**config.mk**
```make
export PLATFORM = sky130hd
export DESIGN_NAME = fft4_out_serializer_flat
export DESIGN_NICKNAME = d
export VERILOG_FILES = /design/src/rtl/fft_pkg.sv /design/src/rtl/fft4_out_serializer_if.sv /design/src/rtl/fft4_out_serializer.sv /design/src/flat_wrapper.sv
export SDC_FILE = /design/constraint.sdc
export NUM_CORES = 1
export LEC_CHECK = 0
export ABC_AREA = 0
export CAP_MARGIN = 25
export CELL_PAD_IN_SITES_DETAIL_PLACEMENT = 1
export CELL_PAD_IN_SITES_GLOBAL_PLACEMENT = 1
export CORE_ASPECT_RATIO = 1.75
export CORE_MARGIN = 2
export CORE_UTILIZATION = 55
export CTS_BUF_LIST = sky130_fd_sc_hd__clkbuf_4
export CTS_CLUSTER_DIAMETER = 60
export CTS_CLUSTER_SIZE = 20
export DETAILED_ROUTE_END_ITERATION = 12
export DONT_BUFFER_PORTS = 1
export PLACE_DENSITY = 0.86
export SETUP_SLACK_MARGIN = 0.4
export SLEW_MARGIN = 20
export SYNTH_ARGS = -nofsm -noshare
export SYNTH_HDL_FRONTEND = slang
export SYNTH_SLANG_ARGS = --single-unit
```
**constraint.sdc**
```tcl
create_clock -name i_clk -period 3.8 [get_ports i_clk]
set_clock_uncertainty 0.2 [all_clocks]
set_input_delay 0.57 -clock i_clk [delete_from_list [all_inputs] [get_ports i_clk]]
set_output_delay 0.57 -clock i_clk [all_outputs]
set_load 0.1 [all_outputs]
```
**src/rtl/fft_pkg.sv**
```systemverilog
// Shared FFT datapath types: sample width, complex sample, emission order.
package fft_pkg;

  localparam int SIZE_DATA = 16;

  typedef struct packed {
    logic [SIZE_DATA-1:0] i;
    logic [SIZE_DATA-1:0] q;
  } cplx_t;

  localparam logic ORDER_NATURAL = 1'b0;
  localparam logic ORDER_BITREV  = 1'b1;

  function automatic logic [1:0] bitrev2(
    input logic [1:0] x
  );
    return {x[0], x[1]};
  endfunction

endpackage

```
**src/rtl/fft4_out_serializer_if.sv**
```systemverilog
// Butterfly-block input bus plus valid/ready sample output bus.
interface fft4_out_serializer_if #(
  parameter int SIZE_DATA = fft_pkg::SIZE_DATA
);

  logic                 i_valid;
  logic [SIZE_DATA-1:0] i_data0_in_i;
  logic [SIZE_DATA-1:0] i_data0_in_q;
  logic [SIZE_DATA-1:0] i_data1_in_i;
  logic [SIZE_DATA-1:0] i_data1_in_q;
  logic [SIZE_DATA-1:0] i_data2_in_i;
  logic [SIZE_DATA-1:0] i_data2_in_q;
  logic [SIZE_DATA-1:0] i_data3_in_i;
  logic [SIZE_DATA-1:0] i_data3_in_q;
  logic                 o_in_ready;
  logic [SIZE_DATA-1:0] o_data_out_i;
  logic [SIZE_DATA-1:0] o_data_out_q;
  logic [1:0]           o_index;
  logic                 o_last;
  logic                 o_valid;
  logic                 i_ready;
  logic                 o_overflow;

  modport slave (
    input  i_valid,
    input  i_data0_in_i, i_data0_in_q,
    input  i_data1_in_i, i_data1_in_q,
    input  i_data2_in_i, i_data2_in_q,
    input  i_data3_in_i, i_data3_in_q,
    input  i_ready,
    output o_in_ready,
    output o_data_out_i, o_data_out_q,
    output o_index, o_last, o_valid,
    output o_overflow
  );

  modport master (
    output i_valid,
    output i_data0_in_i, i_data0_in_q,
    output i_data1_in_i, i_data1_in_q,
    output i_data2_in_i, i_data2_in_q,
    output i_data3_in_i, i_data3_in_q,
    output i_ready,
    input  o_in_ready,
    input  o_data_out_i, o_data_out_q,
    input  o_index, o_last, o_valid,
    input  o_overflow
  );

endinterface

```
**src/rtl/fft4_out_serializer.sv**
```systemverilog
// Two-slot ping-pong serializer for 4-point FFT blocks.
// FFT4_SER_OVF_FLAG_EN enables the sticky overflow flag and drop counter.
module fft4_out_serializer
  import fft_pkg::*;
#(
  parameter int    SIZE_DATA = fft_pkg::SIZE_DATA,
  parameter string OUT_ORDER = "natural"
) (
  input logic                    i_clk,
  input logic                    i_rst_n,
  fft4_out_serializer_if.slave   bus
);

  typedef struct packed {
    logic [SIZE_DATA-1:0] i;
    logic [SIZE_DATA-1:0] q;
  } smp_t;

  localparam logic ORDER =
    (OUT_ORDER == "bitrev") ? ORDER_BITREV
                            : ORDER_NATURAL;

  smp_t       slot [2][4];
  smp_t       din  [4];
  smp_t       cur;
  logic       wr_ptr;
  logic       rd_ptr;
  logic [1:0] cnt;
  logic [1:0] idx;
  logic [1:0] sel;
  logic       valid;
  logic       wr;
  logic       drop;
  logic       xfer;
  logic       done;

  assign din[0] = {bus.i_data0_in_i, bus.i_data0_in_q};
  assign din[1] = {bus.i_data1_in_i, bus.i_data1_in_q};
  assign din[2] = {bus.i_data2_in_i, bus.i_data2_in_q};
  assign din[3] = {bus.i_data3_in_i, bus.i_data3_in_q};

  assign valid = (cnt != 2'd0);
  assign wr    = bus.i_valid && (cnt != 2'd2);
  assign drop  = bus.i_valid && (cnt == 2'd2);
  assign xfer  = valid && bus.i_ready;
  assign done  = xfer && (idx == 2'd3);

  assign sel = (ORDER == ORDER_BITREV) ? bitrev2(idx) : idx;
  assign cur = slot[rd_ptr][sel];

  always_ff @(posedge i_clk or negedge i_rst_n) begin
    if (!i_rst_n) begin
      for (int s = 0; s < 2; s++)
        for (int k = 0; k < 4; k++)
          slot[s][k] <= '0;
    end else if (wr) begin
      for (int k = 0; k < 4; k++)
        slot[wr_ptr][k] <= din[k];
    end
  end

  always_ff @(posedge i_clk or negedge i_rst_n) begin
    if (!i_rst_n) begin
      wr_ptr <= 1'b0;
      rd_ptr <= 1'b0;
      cnt    <= 2'd0;
      idx    <= 2'd0;
    end else begin
      if (wr)   wr_ptr <= ~wr_ptr;
      if (done) rd_ptr <= ~rd_ptr;
      if (xfer) idx    <= idx + 2'd1;
      cnt <= cnt + {1'b0, wr} - {1'b0, done};
    end
  end

`ifdef FFT4_SER_OVF_FLAG_EN
  logic [7:0] r_drop_cnt;

  // Counter is nonzero from the first drop on, so it doubles as the flag.
  always_ff @(posedge i_clk or negedge i_rst_n) begin
    if (!i_rst_n)
      r_drop_cnt <= 8'd0;
    else if (drop && (r_drop_cnt != 8'hff))
      r_drop_cnt <= r_drop_cnt + 8'd1;
  end

  assign bus.o_overflow = (r_drop_cnt != 8'd0);
`else
  logic unused_drop;
  assign unused_drop    = drop;
  assign bus.o_overflow = 1'b0;
`endif

  assign bus.o_in_ready   = (cnt != 2'd2);
  assign bus.o_valid      = valid;
  assign bus.o_index      = sel;
  assign bus.o_last       = (idx == 2'd3);
  assign bus.o_data_out_i = cur.i;
  assign bus.o_data_out_q = cur.q;

endmodule

```
**src/flat_wrapper.sv**
```systemverilog
// flat-port wrapper written by rule: the top's interface ports become plain ports
module fft4_out_serializer_flat import fft_pkg::*;
#(
  parameter int    SIZE_DATA = fft_pkg::SIZE_DATA,
  parameter string OUT_ORDER = "       "
)
  (i_clk, i_rst_n, bus_i_valid, bus_i_data0_in_i, bus_i_data0_in_q, bus_i_data1_in_i, bus_i_data1_in_q, bus_i_data2_in_i, bus_i_data2_in_q, bus_i_data3_in_i, bus_i_data3_in_q, bus_i_ready, bus_o_in_ready, bus_o_data_out_i, bus_o_data_out_q, bus_o_index, bus_o_last, bus_o_valid, bus_o_overflow);
  fft4_out_serializer_if #(.SIZE_DATA(SIZE_DATA)) bus_i ();
  input logic i_clk;
  input logic i_rst_n;
  input wire logic [$bits(bus_i.i_valid)-1:0] bus_i_valid;
  input wire logic [$bits(bus_i.i_data0_in_i)-1:0] bus_i_data0_in_i;
  input wire logic [$bits(bus_i.i_data0_in_q)-1:0] bus_i_data0_in_q;
  input wire logic [$bits(bus_i.i_data1_in_i)-1:0] bus_i_data1_in_i;
  input wire logic [$bits(bus_i.i_data1_in_q)-1:0] bus_i_data1_in_q;
  input wire logic [$bits(bus_i.i_data2_in_i)-1:0] bus_i_data2_in_i;
  input wire logic [$bits(bus_i.i_data2_in_q)-1:0] bus_i_data2_in_q;
  input wire logic [$bits(bus_i.i_data3_in_i)-1:0] bus_i_data3_in_i;
  input wire logic [$bits(bus_i.i_data3_in_q)-1:0] bus_i_data3_in_q;
  input wire logic [$bits(bus_i.i_ready)-1:0] bus_i_ready;
  output wire logic [$bits(bus_i.o_in_ready)-1:0] bus_o_in_ready;
  output wire logic [$bits(bus_i.o_data_out_i)-1:0] bus_o_data_out_i;
  output wire logic [$bits(bus_i.o_data_out_q)-1:0] bus_o_data_out_q;
  output wire logic [$bits(bus_i.o_index)-1:0] bus_o_index;
  output wire logic [$bits(bus_i.o_last)-1:0] bus_o_last;
  output wire logic [$bits(bus_i.o_valid)-1:0] bus_o_valid;
  output wire logic [$bits(bus_i.o_overflow)-1:0] bus_o_overflow;
  assign bus_i.i_valid = bus_i_valid;
  assign bus_i.i_data0_in_i = bus_i_data0_in_i;
  assign bus_i.i_data0_in_q = bus_i_data0_in_q;
  assign bus_i.i_data1_in_i = bus_i_data1_in_i;
  assign bus_i.i_data1_in_q = bus_i_data1_in_q;
  assign bus_i.i_data2_in_i = bus_i_data2_in_i;
  assign bus_i.i_data2_in_q = bus_i_data2_in_q;
  assign bus_i.i_data3_in_i = bus_i_data3_in_i;
  assign bus_i.i_data3_in_q = bus_i_data3_in_q;
  assign bus_i.i_ready = bus_i_ready;
  assign bus_o_in_ready = bus_i.o_in_ready;
  assign bus_o_data_out_i = bus_i.o_data_out_i;
  assign bus_o_data_out_q = bus_i.o_data_out_q;
  assign bus_o_index = bus_i.o_index;
  assign bus_o_last = bus_i.o_last;
  assign bus_o_valid = bus_i.o_valid;
  assign bus_o_overflow = bus_i.o_overflow;
  fft4_out_serializer #(.SIZE_DATA(SIZE_DATA), .OUT_ORDER(OUT_ORDER)) u_core (.i_clk(i_clk), .i_rst_n(i_rst_n), .bus(bus_i));
endmodule
```
# Word-level counts from Yosys, hierarchy flattened
# Cells that the tools add are included.
[totals] ff_bits=262 in_bits=132 word_cells=57
[classes] n_addsub=3 order_cmp=4 n_eq_ne=2 n_mux=18 bitwise_logic=5 reduce_logical=5
[ops] operator="256-bit bitwise mux" n=4
[ops] operator="128-bit demux with 1-bit select" n=4
[ops] operator="128-bit 2-to-1 mux" n=4
[ops] operator="32-bit 2-to-1 mux" n=3
[ops] operator="96-bit 2-to-1 mux" n=1
[ops] operator="32-bit binary-select mux with 2-bit select" n=1
[ops] operator="64-bit 2-to-1 mux" n=1
[ops] operator="2-bit greater-or-equal comparator, second input constant" n=2
[ops] operator="1-bit logical AND" n=4
[ops] operator="1-bit NOT with 2-bit output" n=2
[ops] operator="3-bit greater-or-equal comparator, second input constant" n=1
[ops] operator="2-bit NOT with 3-bit output" n=1
[ops] operator="2-bit by 1-bit adder with 2-bit output" n=1
[ops] operator="2-bit by 1-bit adder with 2-bit output, second input constant" n=1
[ops] operator="2-bit equality test, second input constant" n=1
[ops] operator="2-bit by 1-bit < comparator with 1-bit output, second input constant" n=1
[ops] operator="2-bit inequality test, second input constant" n=1
[ops] operator="1-bit NOT" n=2
[ops] operator="2-bit nonzero test" n=1
[ops] operator="2-bit by 1-bit subtractor with 2-bit output" n=1

# Longest topological paths before layout
# Gate-level depths: netlist of run 1.
[depth] word_depth=9 depth_mapped=7

# Worst setup path after synthesis of run 1
# OpenSTA, ideal clock, no wires.
[synth_path] path_type="flip-flop to output port" startpoint="register u_core.idx[1], in the netlist u_core.bus.o_index[1]" endpoint="output bus_o_data_out_i[10]" arrival_time_ps=2416 required_time_ps=3030 setup_slack_ps=614 stages_incl_launch_ff=5 cell_sequence="dfrtp_1 -> buf_2 -> buf_1 -> mux4_2 -> mux2_2"
[synth_via] elab_chain_len=4
[synth_rtl] item="start: declaration" line="fft4_out_serializer.sv:29" text="logic [1:0] idx;"
[synth_rtl] item="start signal: assignment" line="fft4_out_serializer.sv:71" text="if (xfer) idx <= idx + 2'd1;"
[synth_rtl] item="2-bit NOT with 3-bit output (not written as such)" line="fft4_out_serializer.sv:49" text="assign cur = slot[rd_ptr][sel];"
[synth_rtl] item="32-bit binary-select mux with 2-bit select" line="fft4_out_serializer.sv:49"
[synth_rtl] item="32-bit 2-to-1 mux (not written as such) (2 in series)" line="fft4_out_serializer.sv:49"
[synth_rtl] item="end: declaration" line="flat_wrapper.sv:22" text="output wire logic [$bits(bus_i.o_data_out_i)-1:0] bus_o_data_out_i;"
# No other way between the ends. The select of a mux whose other input is x is not followed.

# Final worst setup path of run 1
[layout_path] startpoint="register u_core.rd_ptr" endpoint="output bus_o_data_out_i[0]"
[layout_via] elab_chain_len=7
[layout_rtl] item="start: declaration" line="fft4_out_serializer.sv:27" text="logic rd_ptr;"
[layout_rtl] item="start signal: assignment" line="fft4_out_serializer.sv:70" text="if (done) rd_ptr <= ~rd_ptr;"
[layout_rtl] item="1-bit NOT with 2-bit output (not written as such)" line="fft4_out_serializer.sv:49"
[layout_rtl] item="128-bit 2-to-1 mux (not written as such) (3 in series)" line="fft4_out_serializer.sv:49"
[layout_rtl] item="32-bit binary-select mux with 2-bit select" line="fft4_out_serializer.sv:49"
[layout_rtl] item="32-bit 2-to-1 mux (not written as such) (2 in series)" line="fft4_out_serializer.sv:49"
# No other way between the ends. The select of a mux whose other input is x is not followed.

==> flow_metrics.py, run 1 <==
metrics = {
    "run_status": {
        "outcome": "complete, but fails checks",
        "violations": "hold timing",
    },
    "worst_setup_path": {
        "cp.depth": 3,
        "cp_data_arrival_time_ps": 2560,
        "cp-end-kind": "output port",
        "criticalPathCategory": "flip-flop to output port",
        "r2r-end": "u_core.cnt[1]",
        "crit_fanout": 10,
        "critPathMaxStageDelay_ps": 590,
        "cp-start-kind": "flip-flop",
        "worst_r2r_startpoint": "u_core.cnt[1]",
        "cp_num_buf_inv": 1,
        "worstSetupStartpoint": "u_core.rd_ptr",
        "cp-endpoint": "bus_o_data_out_i[0]",
        "r2r_cells": 7,
        "rrSetupSlack_ps": 1180,
        "path_cells": "buf_8, mux4_1, mux2_2",
        "cp.required_ps": 3030,
        "critPathTopFamily": "multiplexers",
        "cp_slowest_cell": "dfrtp_4",
    },
    "yosys": {
        "syn_area_sq_um": 11800,
        "syn_inst": 680,
        "yosysWarnings": 0,
        "synth_top_area_cell": "dfrtp_1",
        "ys_seq_elements": 262,
        "synth_top_area_share_pct": 55.6,
        "yosys-top-cells-area": "dfrtp_1 56%, mux2_1 25%, mux4_2 6.9%",
        "avgSynthCellArea_sq_um": 17.3,
        "syn_nets": 815,
        "synth_seq_area_share_pct": 55.6,
        "yosysUniqueCellTypes": 23,
    },
    "sta": {
        "finalSetupViolations": 0,
        "fin_setup_tns_ps": 0,
        "maxSlewViolCount": 0,
        "rsz0062_at_grt": "yes",
        "final.min_clock_period_ps": 3330,
        "whs_ps": -608,
        "hold_viol": 262,
        "worstMarginPinSlew_ps": 993,
        "slew_headroom_pct": 33.8,
        "min_period_over_period_pct": 87.5,
        "fmax_mhz": 301,
        "setup_ws_ps": 475,
    },
    "global_routing": {
        "grt_pass1_wl_um": 46200,
        "grt.total_usage_pct": 27.1,
        "grt_overflow": 0,
        "grt_max_degree": 263,
        "grt_pass1_vias": 7926,
        "antenna_found_initial": 4,
    },
    "drt": {
        "drcViolationCount": 0,
        "ant_nets": 0,
        "avgRoutedWirePerCell_um": 28.4,
        "viasPerCell": 6.11,
        "routed_wl_um": 30100,
        "vias": 6479,
        "dr.pass1.iters": 4,
        "first_iter_violations": 345,
    },
    "floorplanning": {
        "die-area_sq_um": 22700,
        "start_util_pct": 56.1,
        "pin_count": 170,
        "rows": 70,
        "core_sq_um": 21000,
        "die_w_um": 115,
        "die_y_um": 198,
    },
    "placement": {
        "preCtsSetupSlack_ps": 670,
        "dpl.hpwl_um": 16800,
        "io_buffers": 0,
        "dpl.cell_count": 898,
        "gp_congestion": 0.760,
    },
    "final_layout": {
        "drive_gt1_share_pct": 14.3,
        "fin_cells": 1061,
        "multi_input_area_sq_um": 5020,
        "n_fill_cell": 1771,
        "nNetsFinal": 937,
        "area.sequential_sq_um": 6570,
        "syn_to_final_growth_pct": 15.7,
    },
    "flow_run": {
        "maxCapViolCount": 0,
    },
    "clock_network": {
        "cts_buffers": 17,
        "cts.sinks": 262,
        "clock-root-buffer": "clkbuf_4",
        "clock_latency_ps": 650,
        "cts.clk_slew.worst_paths_ps": 210,
        "holdBufCountCts": 130,
        "cts_tree": "done",
        "clock_path_buffers": 3,
        "htreeDepth": 1,
    },
    "worst_hold_path": {
        "hold_class": "primary input to asynchronous set/reset pin",
    },
}
==> metrics by stage <==
stage | instance area, sq um | hold slack (ps) | utilization [%]
after floorplan | 11800 | 74.4 | -
after global placement | 12000 | 84.3 | 56.9
after detailed placement | 12000 | 81.6 | 56.9
after CTS | 13500 | -665 | 64.5
after global routing | 13600 | -673 | 64.9
final | 13600 | -608 | 64.9
==> cells by family after synthesis <==
family        after synthesis  synth area share [%]
fa+ha+maj                   3                 0.318
buf+inv                    49                  2.64
xor+xnor                    5                 0.371
simple gates                7                 0.361
other cells                 1                0.0318
flops                     262                  55.6
mux                       353                  40.7
==> cells in the mapped netlist <==
library cell    n
dfrtp_1       262
mux2_1        257
mux4_2         36
mux2_2         32
buf_2          29
mux4_1         28
clkbuf_1        5
buf_1           4
buf_12          4
buf_4           3
ha_1            3
xnor2_1         3
buf_6           2
inv_1           2
xor2_1          2
and2_1          1
and3_1          1
and3b_1         1
conb_1          1
nand2_1         1
nand2b_1        1
nand3_1         1
or2_1           1
==> layout make-up <==
type | instances | share of cell area, %
inverter | 2 | 0.0550
clock inverter | 1 | 0.119
multi-input combinational | 369 | 36.8
tap | 252 | 2.31
antenna | 4 | 0.0733
clock buffer | 21 | 1.16
sequential | 262 | 48.1
timing repair buffer | 150 | 11.4
==> sequential cells by signal, summed over array words and instances, names as in the netlist <==
name,count
u_core.slot,256
u_core.bus.o_index,2
u_core.cnt,2
u_core.rd_ptr,1
u_core.wr_ptr,1
==> worst min path at each step <==
stage | start | end | slack (ps)
finish | i_rst_n | u_core.slot[136] | -610
global route | i_rst_n | u_core.slot[136] | -670
CTS | i_rst_n | u_core.slot[76] | -670
detailed placement | i_rst_n | u_core.slot[231] | 80
global placement | i_rst_n | u_core.slot[110] | 80
floorplan | i_rst_n | u_core.bus.o_index[0] | 70
==> layer usage <==
layer	up-vias	share of wire, %	GRT usage (%)
li1	2783	-	-
met1	3464	36	29.6
met2	164	58	52.7
met3	68	3.7	3.37
met4	0	2.9	9.50
met5	-	0	0
==> cells in the final DEF, fill, tap and decap left out, drive strengths merged <==
master / n
nand2: 1
inv: 3
clkbuf: 21
nand3: 1
conb: 1
and3: 1
dlygate4sd3: 130
diode: 4
ha: 3
xnor2: 3
or2: 1
dfrtp: 262
nand2b: 1
mux2: 289
and3b: 1
mux4: 64
xor2: 2
buf: 20
and2: 1
==> repair_timing <==
item / CTS / global route
setup buffers: 6 / 1
cloned: 0 / 0
setup endpoints to repair: 32 / 21
gates resized for setup: 2 / 19
hold endpoints to repair: 522 / 262
Power of run 1 is not shown: default switching activity piles up to over one toggle a cycle in this logic, so the estimate is an artifact.
==> run 2, diff against run 1 <==
--- a/config.mk
+++ b/config.mk
@@ -9,7 +9,6 @@
 export CAP_MARGIN = 25
 export CELL_PAD_IN_SITES_DETAIL_PLACEMENT = 1
 export CELL_PAD_IN_SITES_GLOBAL_PLACEMENT = 1
-export CORE_ASPECT_RATIO = 1.75
 export CORE_MARGIN = 2
 export CORE_UTILIZATION = 55
 export CTS_BUF_LIST = sky130_fd_sc_hd__clkbuf_4
==> flow_metrics.py, run 2 (synthesis gave the netlist of run 1 again) <==
metrics = {
    "floorplanning": {
        "pin_count": 170,
        "rows": 53,
        "die_w_um": 150,
        "start_util_pct": 56.1,
        "core_sq_um": 21000,
        "die-area_sq_um": 22600,
        "die_y_um": 150,
    },
    "worst_setup_path": {
        "cp_data_arrival_time_ps": 2550,
        "rrSetupSlack_ps": 1130,
        "r2r_cells": 5,
        "cp-end-kind": "output port",
        "criticalPathCategory": "flip-flop to output port",
        "cp-start-kind": "flip-flop",
        "cp.required_ps": 3030,
        "worst_r2r_startpoint": "u_core.cnt[1]",
        "r2r-end": "u_core.slot[252]",
        "crit_fanout": 33,
    },
    "sta": {
        "worstMarginPinSlew_ps": 1060,
        "whs_ps": -629,
        "fmax_mhz": 301,
        "fin_setup_tns_ps": 0,
        "hold_viol": 262,
        "slew_headroom_pct": 29.2,
        "setup_ws_ps": 478,
        "finalSetupViolations": 0,
        "maxSlewViolCount": 0,
        "final.min_clock_period_ps": 3320,
        "rsz0062_at_grt": "yes",
        "min_period_over_period_pct": 87.4,
    },
    "clock_network": {
        "cts_tree": "done",
        "cts_buffers": 21,
        "holdBufCountCts": 130,
        "clock_latency_ps": 640,
        "cts.sinks": 262,
        "clock_path_buffers": 3,
        "clock-root-buffer": "clkbuf_4",
        "cts.clk_slew.worst_paths_ps": 190,
        "htreeDepth": 1,
    },
    "final_layout": {
        "syn_to_final_growth_pct": 17.0,
        "regMostFlops": "u_core.slot",
        "area.sequential_sq_um": 6570,
        "final_common_cell": "dfrtp_1",
        "n_fill_cell": 1759,
        "drive_gt1_share_pct": 14.8,
        "nNetsFinal": 937,
        "final_cell_mix": "259 x dfrtp_1, 257 x mux2_1, 130 x dlygate4sd3_1, 36 x mux4_2, 28 x mux4_1",
        "fin_util_pct": 65.6,
        "multi_input_area_sq_um": 5030,
        "largest_register_ffs": 256,
    },
    "drt": {
        "dr.pass1.iters": 4,
        "first_iter_violations": 205,
        "avgRoutedWirePerCell_um": 26.4,
        "viasPerCell": 5.98,
        "ant_nets": 0,
        "drcViolationCount": 0,
        "vias": 6541,
        "routed_wl_um": 28900,
    },
    "global_routing": {
        "grt.total_usage_pct": 26.1,
        "antenna_found_initial": 3,
        "grt_max_degree": 263,
        "grt_pass1_vias": 7746,
        "grt_pass1_wl_um": 44700,
        "grt_overflow": 0,
    },
    "placement": {
        "gp_congestion": 0.749,
        "dpl.hpwl_um": 15800,
        "preCtsSetupSlack_ps": 946,
        "io_buffers": 0,
    },
    "flow_run": {
        "maxCapViolCount": 0,
    },
    "run_status": {
        "outcome": "complete, but fails checks",
        "violations": "hold timing",
    },
    "worst_hold_path": {
        "hold_class": "primary input to asynchronous set/reset pin",
    },
}
## run 2: changes by cell type in the layout (fill, tap and decap cells not counted), moves of 2 or more
| cell | delta |
|---|---|
| buf_4 | -5 |
| clkinv_1 | +4 |
| inv_6 | +4 |
| mux2_2 | -4 |
| mux2_4 | +4 |
| clkbuf_4 | +2 |
| clkinv_4 | +2 |
## run 2: per-stage QoR
step,area [sq um],std cells
after floorplan,11800,680
after global placement,12000,918
after detailed placement,12000,918
after CTS,13800,1087
after global routing,13800,1093
final,13800,1093
## run 2: timing repair
item                       CTS  global route
setup buffers                2             3
gates resized for setup     20             6
setup endpoints to repair   32            27
gates cloned                 1             0
hold endpoints to repair   522           262
## run 2: cell type report
type / instances / area share, %
clock buffers: 23 / 1.25
inverters: 2 / 0.0544
repair buffers: 146 / 11.2
well taps: 275 / 2.49
clock inverters: 13 / 0.852
flip-flops and latches: 262 / 47.6
multi-input cells: 369 / 36.5
diodes: 3 / 0.0544
## run 2: worst max path at each step
stage	slack, ps	endpoint	startpoint	depth (start not counted)
after floorplan	610	bus_o_data_out_i[10]	u_core.bus.o_index[1]	4
after detailed placement	950	bus_o_data_out_i[3]	u_core.bus.o_index[1]	2
after global routing	360	bus_o_data_out_q[3]	u_core.rd_ptr	3
after CTS	420	bus_o_data_out_i[5]	u_core.rd_ptr	3
after global placement	1010	bus_o_data_out_i[0]	u_core.bus.o_index[1]	2
final	480	bus_o_data_out_q[7]	u_core.rd_ptr	3
## run 2: per-layer routing
metal	vias to the layer above	part of all wire [%]	wire length, um	global-route usage [%]
met3	51	4.6	1330	4.36
met1	3516	38	11000	30.9
li1	2808	-	-	-
met2	166	55	15900	49.0
met4	0	2.4	683	7.22
met5	-	0	0	0
## run 2: critical path: stages, from the launching register on
cell and delay, ps:
dfrtp_4 500, buf_16 270, mux4_1 600, mux2_2 510
Power of run 2 is left out for the same reason.
